<file path="config.mk">
export PLATFORM = sky130hd
export DESIGN_NAME = dmem_lsu
export DESIGN_NICKNAME = d
export VERILOG_FILES = /design/src/rtl/dmem_lsu.sv
export SDC_FILE = /design/constraint.sdc
export NUM_CORES = 1
export LEC_CHECK = 0
export CORE_MARGIN = 2
export CORE_UTILIZATION = 51
export DETAILED_ROUTE_END_ITERATION = 10
export PLACE_DENSITY = 0.95
export SYNTH_ARGS = -nofsm -noshare
export SYNTH_HDL_FRONTEND = slang
export SYNTH_SLANG_ARGS = --single-unit
</file>
<file path="constraint.sdc">
create_clock -name clk -period 3.3 [get_ports clk]
set_input_delay 0.66 -clock clk [delete_from_list [all_inputs] [get_ports clk]]
set_output_delay 0.66 -clock clk [all_outputs]
set_load 0.05 [all_outputs]
</file>
<file path="src/rtl/dmem_lsu.sv">
// Load/store unit between the MEM stage and a word-addressed data memory; sub-word stores use read-modify-write.
// Optional feature: define DMEM_LSU_MISALIGN_TRAP_EN to trap misaligned accesses instead of forcing alignment.
module dmem_lsu #(
    parameter int unsigned ADDR_W     = 14,
    parameter int unsigned MEM_RD_LAT = 1,
    parameter bit          BIG_ENDIAN = 1'b0
) (
    input  logic              clk,
    input  logic              rst_n,
    input  logic              req_valid,
    output logic              req_ready,
    input  logic              req_write,
    input  logic [1:0]        req_size,
    input  logic              req_signed,
    input  logic [31:0]       req_addr,
    input  logic [31:0]       req_wdata,
    output logic              rsp_valid,
    output logic [31:0]       rsp_rdata,
    output logic              rsp_err,
    output logic [ADDR_W-1:0] mem_addr,
    output logic [31:0]       mem_wdata,
    output logic              mem_read,
    output logic              mem_write,
    input  logic [31:0]       mem_rdata
);
    localparam int unsigned CNT_W = (MEM_RD_LAT > 1) ? $clog2(MEM_RD_LAT) : 1;
    localparam logic [1:0]  SZ_B  = 2'b00;
    localparam logic [1:0]  SZ_H  = 2'b01;
    localparam logic [1:0]  SZ_W  = 2'b10;

    typedef enum logic [2:0] {
        S_IDLE, S_RD_ISSUE, S_RD_WAIT, S_WR_ISSUE, S_RESP
    } state_e;

    state_e            state_q, state_d;
    logic [CNT_W-1:0]  cnt_q, cnt_d;
    logic              write_q, write_d;
    logic [1:0]        size_q, size_d;
    logic              signed_q, signed_d;
    logic [31:0]       wdata_q, wdata_d;
    logic [4:0]        sh_q, sh_d;
    logic              req_ready_q, req_ready_d;
    logic              rsp_valid_q, rsp_valid_d;
    logic [31:0]       rsp_rdata_q, rsp_rdata_d;
    logic              rsp_err_q, rsp_err_d;
    logic [ADDR_W-1:0] mem_addr_q, mem_addr_d;
    logic [31:0]       mem_wdata_q, mem_wdata_d;
    logic              mem_read_q, mem_read_d;
    logic              mem_write_q, mem_write_d;

    logic              trap;
    logic [1:0]        off;
    logic [31:0]       rd_shifted, lane_mask, load_ext, store_merged;
    logic              unused_addr_bits;

    assign unused_addr_bits = ^req_addr[31:ADDR_W+2];

    // Bit position of the addressed lane(s) inside the 32-bit word.
    function automatic logic [4:0] lane_shift(input logic [1:0] size, input logic [1:0] ofs);
        logic [2:0] nbytes;
        logic [1:0] lane;
        nbytes = (size == SZ_B) ? 3'd1 : (size == SZ_H) ? 3'd2 : 3'd4;
        lane   = BIG_ENDIAN ? 2'(3'd4 - nbytes - {1'b0, ofs}) : ofs;
        return {lane, 3'b000};
    endfunction

    // Request decode: error detection and effective byte offset.
    always_comb begin
        off  = req_addr[1:0];
`ifdef DMEM_LSU_MISALIGN_TRAP_EN
        trap = (req_size == 2'b11)
             || (req_size == SZ_H && req_addr[0])
             || (req_size == SZ_W && req_addr[1:0] != 2'b00);
`else
        trap = (req_size == 2'b11);
        if (req_size == SZ_H) begin
            off = {req_addr[1], 1'b0};
        end else if (req_size == SZ_W) begin
            off = 2'b00;
        end
`endif
    end

    // Load extraction/extension and sub-word store merge from the returned word.
    always_comb begin
        rd_shifted = mem_rdata >> sh_q;
        lane_mask  = (size_q == SZ_B) ? 32'h0000_00FF :
                     (size_q == SZ_H) ? 32'h0000_FFFF : 32'hFFFF_FFFF;
        case (size_q)
            SZ_B:    load_ext = {{24{signed_q & rd_shifted[7]}}, rd_shifted[7:0]};
            SZ_H:    load_ext = {{16{signed_q & rd_shifted[15]}}, rd_shifted[15:0]};
            default: load_ext = rd_shifted;
        endcase
        store_merged = (mem_rdata & ~(lane_mask << sh_q)) | ((wdata_q & lane_mask) << sh_q);
    end

    always_comb begin
        state_d     = state_q;
        cnt_d       = cnt_q;
        write_d     = write_q;
        size_d      = size_q;
        signed_d    = signed_q;
        wdata_d     = wdata_q;
        sh_d        = sh_q;
        rsp_valid_d = 1'b0;
        rsp_rdata_d = 32'h0;
        rsp_err_d   = 1'b0;
        mem_addr_d  = mem_addr_q;
        mem_wdata_d = mem_wdata_q;
        mem_read_d  = 1'b0;
        mem_write_d = 1'b0;

        case (state_q)
            S_IDLE: begin
                if (req_valid) begin
                    write_d  = req_write;
                    size_d   = req_size;
                    signed_d = req_signed;
                    wdata_d  = req_wdata;
                    sh_d     = lane_shift(req_size, off);
                    if (trap) begin
                        state_d     = S_RESP;
                        rsp_valid_d = 1'b1;
                        rsp_err_d   = 1'b1;
                    end else begin
                        mem_addr_d = req_addr[ADDR_W+1:2];
                        if (req_write && req_size == SZ_W) begin
                            state_d     = S_WR_ISSUE;
                            mem_write_d = 1'b1;
                            mem_wdata_d = req_wdata;
                        end else begin
                            state_d    = S_RD_ISSUE;
                            mem_read_d = 1'b1;
                        end
                    end
                end
            end
            S_RD_ISSUE: begin
                state_d = S_RD_WAIT;
                cnt_d   = '0;
            end
            S_RD_WAIT: begin
                if (cnt_q == CNT_W'(MEM_RD_LAT - 1)) begin
                    if (write_q) begin
                        state_d     = S_WR_ISSUE;
                        mem_write_d = 1'b1;
                        mem_wdata_d = store_merged;
                    end else begin
                        state_d     = S_RESP;
                        rsp_valid_d = 1'b1;
                        rsp_rdata_d = load_ext;
                    end
                end else begin
                    cnt_d = cnt_q + CNT_W'(1);
                end
            end
            S_WR_ISSUE: begin
                state_d     = S_RESP;
                rsp_valid_d = 1'b1;
            end
            S_RESP:  state_d = S_IDLE;
            default: state_d = S_IDLE;
        endcase

        req_ready_d = (state_d == S_IDLE);
    end

    always_ff @(posedge clk or negedge rst_n) begin
        if (!rst_n) begin
            state_q     <= S_IDLE;
            cnt_q       <= '0;
            write_q     <= 1'b0;
            size_q      <= 2'b00;
            signed_q    <= 1'b0;
            wdata_q     <= 32'h0;
            sh_q        <= 5'd0;
            req_ready_q <= 1'b1;
            rsp_valid_q <= 1'b0;
            rsp_rdata_q <= 32'h0;
            rsp_err_q   <= 1'b0;
            mem_addr_q  <= '0;
            mem_wdata_q <= 32'h0;
            mem_read_q  <= 1'b0;
            mem_write_q <= 1'b0;
        end else begin
            state_q     <= state_d;
            cnt_q       <= cnt_d;
            write_q     <= write_d;
            size_q      <= size_d;
            signed_q    <= signed_d;
            wdata_q     <= wdata_d;
            sh_q        <= sh_d;
            req_ready_q <= req_ready_d;
            rsp_valid_q <= rsp_valid_d;
            rsp_rdata_q <= rsp_rdata_d;
            rsp_err_q   <= rsp_err_d;
            mem_addr_q  <= mem_addr_d;
            mem_wdata_q <= mem_wdata_d;
            mem_read_q  <= mem_read_d;
            mem_write_q <= mem_write_d;
        end
    end

    assign req_ready = req_ready_q;
    assign rsp_valid = rsp_valid_q;
    assign rsp_rdata = rsp_rdata_q;
    assign rsp_err   = rsp_err_q;
    assign mem_addr  = mem_addr_q;
    assign mem_wdata = mem_wdata_q;
    assign mem_read  = mem_read_q;
    assign mem_write = mem_write_q;

endmodule

</file>
==> results of run 1 <==
layout by cell type (no fill, tap or decap), types with 2 or more instances in the layout:
cell type / synthesis / layout
nor2_1: 25 / 25
dfrtp_1: 123 / 122
o21ai_2: 2 / 2
nand2_2: 7 / 7
nor3_1: 9 / 9
clkbuf_16: 0 / 17
a311oi_1: 8 / 8
o21ai_0: 64 / 64
clkinv_2: 0 / 4
o311ai_0: 8 / 8
nand3b_1: 9 / 9
clkbuf_8: 0 / 3
a211oi_1: 22 / 22
a21o_1: 8 / 8
a21oi_1: 12 / 12
a221oi_1: 24 / 24
o31ai_1: 8 / 8
and2_1: 7 / 7
nand2_1: 66 / 66
nor2b_1: 12 / 12
clkdlybuf4s50_1: 0 / 168
clkinvlp_4: 0 / 2
mux2_2: 48 / 48
o21ai_1: 5 / 5
nand3_1: 4 / 4
inv_1: 13 / 13
or2_2: 4 / 4
buf_4: 2 / 11
mux2i_1: 16 / 16
clkbuf_1: 20 / 4
metal layers:
metal	track usage	part of all wire	up-vias
met4	0.121	0.035	0
met2	0.478	0.48	390
met5	0	0	-
met3	0.0833	0.12	56
li1	-	-	2360
met1	0.400	0.37	2632
sequential cells by signal (all words and copies together) (netlist names), 2 cells and up:
signal and cells:
mem_wdata 32, rsp_rdata 32, wdata_q 32, mem_addr 14, state_q 3, sh_q 2
size_q 2
how the worst min path moves through the flow:
stage                       from             to  slack, ns  depth (start not counted)
finish                     rst_n  rsp_rdata[12]       0.32                          1
global route               rst_n   rsp_rdata[9]       0.38                          1
CTS                        rst_n  rsp_rdata[15]       0.33                          1
detailed placement  mem_wdata[7]   mem_wdata[7]       0.47                          1
global placement    mem_wdata[5]   mem_wdata[5]       0.46                          1
floorplan                  rst_n    mem_addr[0]       0.36                          0
report_power, final:
| part | internal [mW] | switching, mW |
|---|---|---|
| combinational | 1.63 | 2.87 |
| clock | 1.08 | 0.652 |
| sequential | 2.14 | 0.519 |
| total | 4.86 | 4.04 |
layout make-up:
class,instances,area (um^2)
Clock buffer,24,482
Clock inverter,7,65.1
Fill cell,800,3150
Inverter,14,52.6
Multi-Input combinational cell,382,2600
Sequential cell,124,3110
Tap cell,143,179
Timing Repair Buffer,180,1780
worst max-delay path, cell delays in order (launching register included):
cell and delay, ns:
dfrtp_2 0.84, o21ai_0 0.51, o311ai_0 0.71, a221oi_1 0.17, o21ai_0 0.21
kinds of logic (layout without fill, tap and decap cells):
kind of cell    count (synthesis)  after routing  synth area share
flops                         124            124             0.522
simple gates                  150            150             0.125
buf+inv                        57            225            0.0438
xor+xnor                        1              1           0.00147
compound gates                166            166             0.187
mux                            65             65             0.122
metrics by stage:
step                area, um^2   util  setup WS, ns  hold slack (ns)  std cells
floorplan                 5950      -          1.40            0.364        563
global placement          7720  0.676         0.627            0.464        843
detailed placement        7720  0.676         0.535            0.467        843
CTS                       8270  0.724         0.815            0.332        874
global route              8270  0.724         0.633            0.378        874
finish                    8270  0.724         0.756            0.318        874
==> flow_summary.json, run 1 <==
{
  "yosysSeqAreaShare": 0.522,
  "antenna_found_initial": 0,
  "io_pins": 186,
  "start_util": 0.521,
  "numClockSinks": 124,
  "reg2reg_from": "sh_q[3]",
  "post-synth-top-area-cell": "dfrtp_1",
  "wl_per_cell_um": 21.5,
  "clk_pin_slew_ns": 0.05,
  "synthTopCellsByArea": "dfrtp_1, mux2_2, o21ai_0, nand2_1, a221oi_1",
  "port_buffers": 169,
  "gp_congestion": 0.947,
  "die-area_mm2": 0.0125,
  "synth-seq-cells": 124,
  "criticalPathCategory": "register to register",
  "hp-class": "input pin to async pin",
  "hold_violations": 0,
  "regToRegSetupSlack_ns": 0.76,
  "synth.distinct_cells": 43,
  "start_kind": "register",
  "layout-drive-gt1-share": 0.152,
  "finalClockSkew_ns": 0.00827,
  "dp_hpwl_um": 13600,
  "syn_to_final_growth_pct": 39.0,
  "rsz0062_at_grt": "false",
  "overflow": 0,
  "grt_usage": 0.302,
  "syn_avg_cell_area_um2": 10.6,
  "worstSetupEndpoint": "mem_wdata[18]",
  "synth-edff-count": 0,
  "yosysWarnings": 0,
  "setup_viol": 0,
  "fmax_mhz": 393,
  "yosys_most_used_dff": "dfrtp_1",
  "period_needed_ns": 2.54,
  "cp-end-kind": "register",
  "cp.required_ns": 3.63,
  "ys_top_cells_by_count": "dfrtp_1, nand2_1, o21ai_0",
  "die_height_um": 112,
  "relSlewSlack": 0.393,
  "cts_tree": "done",
  "clockBufferDepth": 2,
  "outcome": "completed",
  "cts_inserted_buffers": 17,
  "netlist_area_mm2": 0.00595,
  "wirelength_um": 18800,
  "leakagePower_nw": 3.46,
  "worstSkewPairLatency_ns": 0.41,
  "cts_max_level": 4,
  "setup-tns-final_ns": 0,
  "cts_resized": 0,
  "period_share": 0.771,
  "die_w_um": 112,
  "cts-root-buf": "clkbuf_16",
  "grt_pass1_vias": 5419,
  "r2r-end": "mem_wdata[18]",
  "path_max_fanout": 49,
  "num_rows": 39,
  "grt_max_degree": 68,
  "cts-hold-fix-buffers": 0,
  "power_density_mw_per_mm2": 1080,
  "worstPathArrival_ns": 2.87,
  "maxCapViolCount": 0,
  "netlist_instances": 563,
  "via_count": 5438,
  "slew_violations": 0,
  "finalPower_mw": 8.91,
  "synth_top_cell_area_share": 0.517,
  "vias_per_cell": 6.22,
  "drc_errors": 0,
  "grt_pass1_wl_um": 29300,
  "vdd_drop_max_mv": 0.656,
  "postCtsSetupBuffers": 0,
  "yosysMostFrequentCell": "dfrtp_1",
  "drt-initial-drc-count": 736,
  "synthArstFlopShare": 1.00,
  "syn_nets": 666,
  "num-nets-final": 822,
  "ant_nets": 0,
  "num_antenna_cells": 0,
  "reg2regPathDepth": 4,
  "firstDrtPassIters": 7,
  "core_mm2": 0.0114,
  "worstMarginPinSlew_ns": 0.907,
  "startpoint": "sh_q[3]"
}
Power figures use the tool's default switching activity.
==> inputs of run 2 (changes only) <==
--- a/config.mk
+++ b/config.mk
@@ -6,9 +6,9 @@
 export NUM_CORES = 1
 export LEC_CHECK = 0
 export CORE_MARGIN = 2
-export CORE_UTILIZATION = 51
+export CORE_UTILIZATION = 42
 export DETAILED_ROUTE_END_ITERATION = 10
-export PLACE_DENSITY = 0.95
+export PLACE_DENSITY = 0.84
 export SYNTH_ARGS = -nofsm -noshare
 export SYNTH_HDL_FRONTEND = slang
 export SYNTH_SLANG_ARGS = --single-unit
==> constraint.sdc (replaced) <==
create_clock -name clk -period 2.2 [get_ports clk]
set_input_delay 0.44 -clock clk [delete_from_list [all_inputs] [get_ports clk]]
set_output_delay 0.44 -clock clk [all_outputs]
set_load 0.05 [all_outputs]
==> run 2 against run 1 <==
Sequential share of layout area is 1.6 points lower. Routed wire length is 1.3% lower. Maximum frequency is 18% higher. Count of clock-buffer cells in the layout is 3 lower. Sequential power is 48% higher. Die area is 21% higher. Clock skew is 0.00067 ns lower. Core utilization is 10 points lower. Via count is 1.6% lower. Final cell count is 7.0% higher. Worst hold slack better by 0.16 ns.
==> flow_summary.json, run 2 (synthesized netlist as in run 1, its figures left out) <==
{
  "drc_errors": 0,
  "vias_per_cell": 5.72,
  "drt-initial-drc-count": 487,
  "hold_violations": 0,
  "setup-tns-final_ns": 0,
  "wl_per_cell_um": 19.9,
  "outcome": "completed",
  "setup_ws_ns": 0.0466,
  "wirelength_um": 18600,
  "ant_nets": 0,
  "cts-root-buf": "clkbuf_16",
  "path_depth": 5,
  "criticalPathCategory": "register to register",
  "cts_tree": "done",
  "num_rows": 43,
  "cp-end-kind": "register",
  "firstDrtPassIters": 7,
  "postCtsSetupBuffers": 0,
  "power_density_mw_per_mm2": 1610,
  "via_count": 5350,
  "relSlewSlack": 0.528,
  "num-nets-final": 845,
  "rsz0062_at_grt": "false",
  "period_needed_ns": 2.15,
  "start_util": 0.429,
  "syn_to_final_growth_pct": 45.2,
  "dp_hpwl_um": 13800,
  "cp.required_ns": 2.48,
  "vdd_drop_max_mv": 0.870,
  "die_height_um": 123,
  "holdPathStages": 1,
  "hold-worst-slack_ns": 0.477,
  "grt_pass1_vias": 5273,
  "critPathBufInv": 2,
  "crit_slowest_cell": "dfrtp_1",
  "place_ws_ns": -0.110,
  "num_antenna_cells": 0,
  "die_w_um": 123,
  "overflow": 0,
  "finalClockSkew_ns": 0.00760,
  "maxCapViolCount": 0,
  "leakagePower_nw": 3.64,
  "grt_max_degree": 56,
  "clockBufferDepth": 2,
  "grt_usage": 0.252,
  "grt_pass1_wl_um": 28600,
  "reg2regPathDepth": 5,
  "cts_inserted_buffers": 17,
  "cts_max_level": 4,
  "setup_viol": 0,
  "cpPeakStageDelay_ns": 0.53,
  "worstPathArrival_ns": 2.43,
  "fmax_mhz": 464,
  "port_buffers": 169,
  "layout-drive-gt1-share": 0.183,
  "numClockSinks": 124,
  "io_pins": 186,
  "worstSkewPairLatency_ns": 0.42,
  "core_mm2": 0.0139,
  "clk_pin_slew_ns": 0.06,
  "crit_chain": "buf_12, inv_1, o21ai_1, a221oi_1, o21ai_0",
  "hp-class": "register to register",
  "path_max_fanout": 33,
  "period_share": 0.979,
  "start_kind": "register",
  "layout_common_cells": "clkdlybuf4s50_1, dfrtp_1, nand2_1, o21ai_0, mux2_2",
  "worstMarginPinSlew_ns": 0.699,
  "antenna_found_initial": 0,
  "die-area_mm2": 0.0151,
  "path_delay_family": "compound AO/OA/AOI/OAI gates",
  "gp_congestion": 0.949,
  "slew_violations": 0,
  "final_common_cell": "clkdlybuf4s50_1"
}
-- run 2: cell count changes in the layout (fill, tap and decap cells not counted), moves of 2 or more --
| cell | before | now |
|---|---|---|
| bufinv_16 | 1 | 4 |
| buf_12 | 1 | 6 |
| clkbuf_8 | 3 | 1 |
| clkinv_4 | 0 | 2 |
| buf_4 | 11 | 28 |
-- run 2: cell type report --
type,instances,area (um^2)
Clock inverter,11,168
Fill cell,1120,5250
Clock buffer,21,450
Tap cell,180,225
Timing Repair Buffer,203,2020
Inverter,14,52.6
Sequential cell,124,3110
Multi-Input combinational cell,382,2610
-- run 2: path summary, 6_finish.rpt --
check                              from            end  slack [ns]
max                             sh_q[4]  mem_wdata[12]        0.05
min                        mem_wdata[0]   mem_wdata[0]        0.48
max reg2reg                     sh_q[4]  mem_wdata[12]        0.05
min reg2reg                mem_wdata[0]   mem_wdata[0]        0.48
max in group asynchronous         rst_n        sh_q[3]        1.02
min in group asynchronous         rst_n       signed_q        0.52
-- run 2: worst reg2reg max path: cells and delay by family (launching register included) --
| family | cells | cell delay, ns |
|---|---|---|
| DFF | 1 | 0.53 |
| buffers and inverters | 2 | 0.52 |
| AOI/OAI and AO/OA | 3 | 0.96 |
-- run 2: repair_timing --
| action | 4_1_cts | 5_1_grt |
|---|---|---|
| hold endpoints to repair | 33 | 0 |
| hold buffers | 1 | 0 |
| setup endpoints to repair | 0 | 26 |
| resized for setup | 0 | 4 |
-- run 2: routing by layer --
metal / wire (um) / vias up / GRT usage
met2: 8470 / 306 / 0.390
met1: 7710 / 2599 / 0.339
met3: 1870 / 45 / 0.0729
met5: 0 / - / 0
met4: 513 / 0 / 0.0909
li1: - / 2400 / -
-- run 2: power breakdown --
group	switching, mW	total [mW]	internal (mW)
clock	0.985	2.90	1.92
sequential	0.722	3.94	3.22
combinational	4.36	7.03	2.67
-- run 2: per-stage QoR --
step	power, mW	instances	area, um^2	utilization
2_1_floorplan	8.44	563	5950	-
3_3_place_gp	10.7	902	7990	0.576
3_5_place_dp	10.9	902	7990	0.576
4_1_cts	13.9	935	8620	0.621
5_1_grt	14.6	935	8630	0.622
6_report	13.9	935	8630	0.622
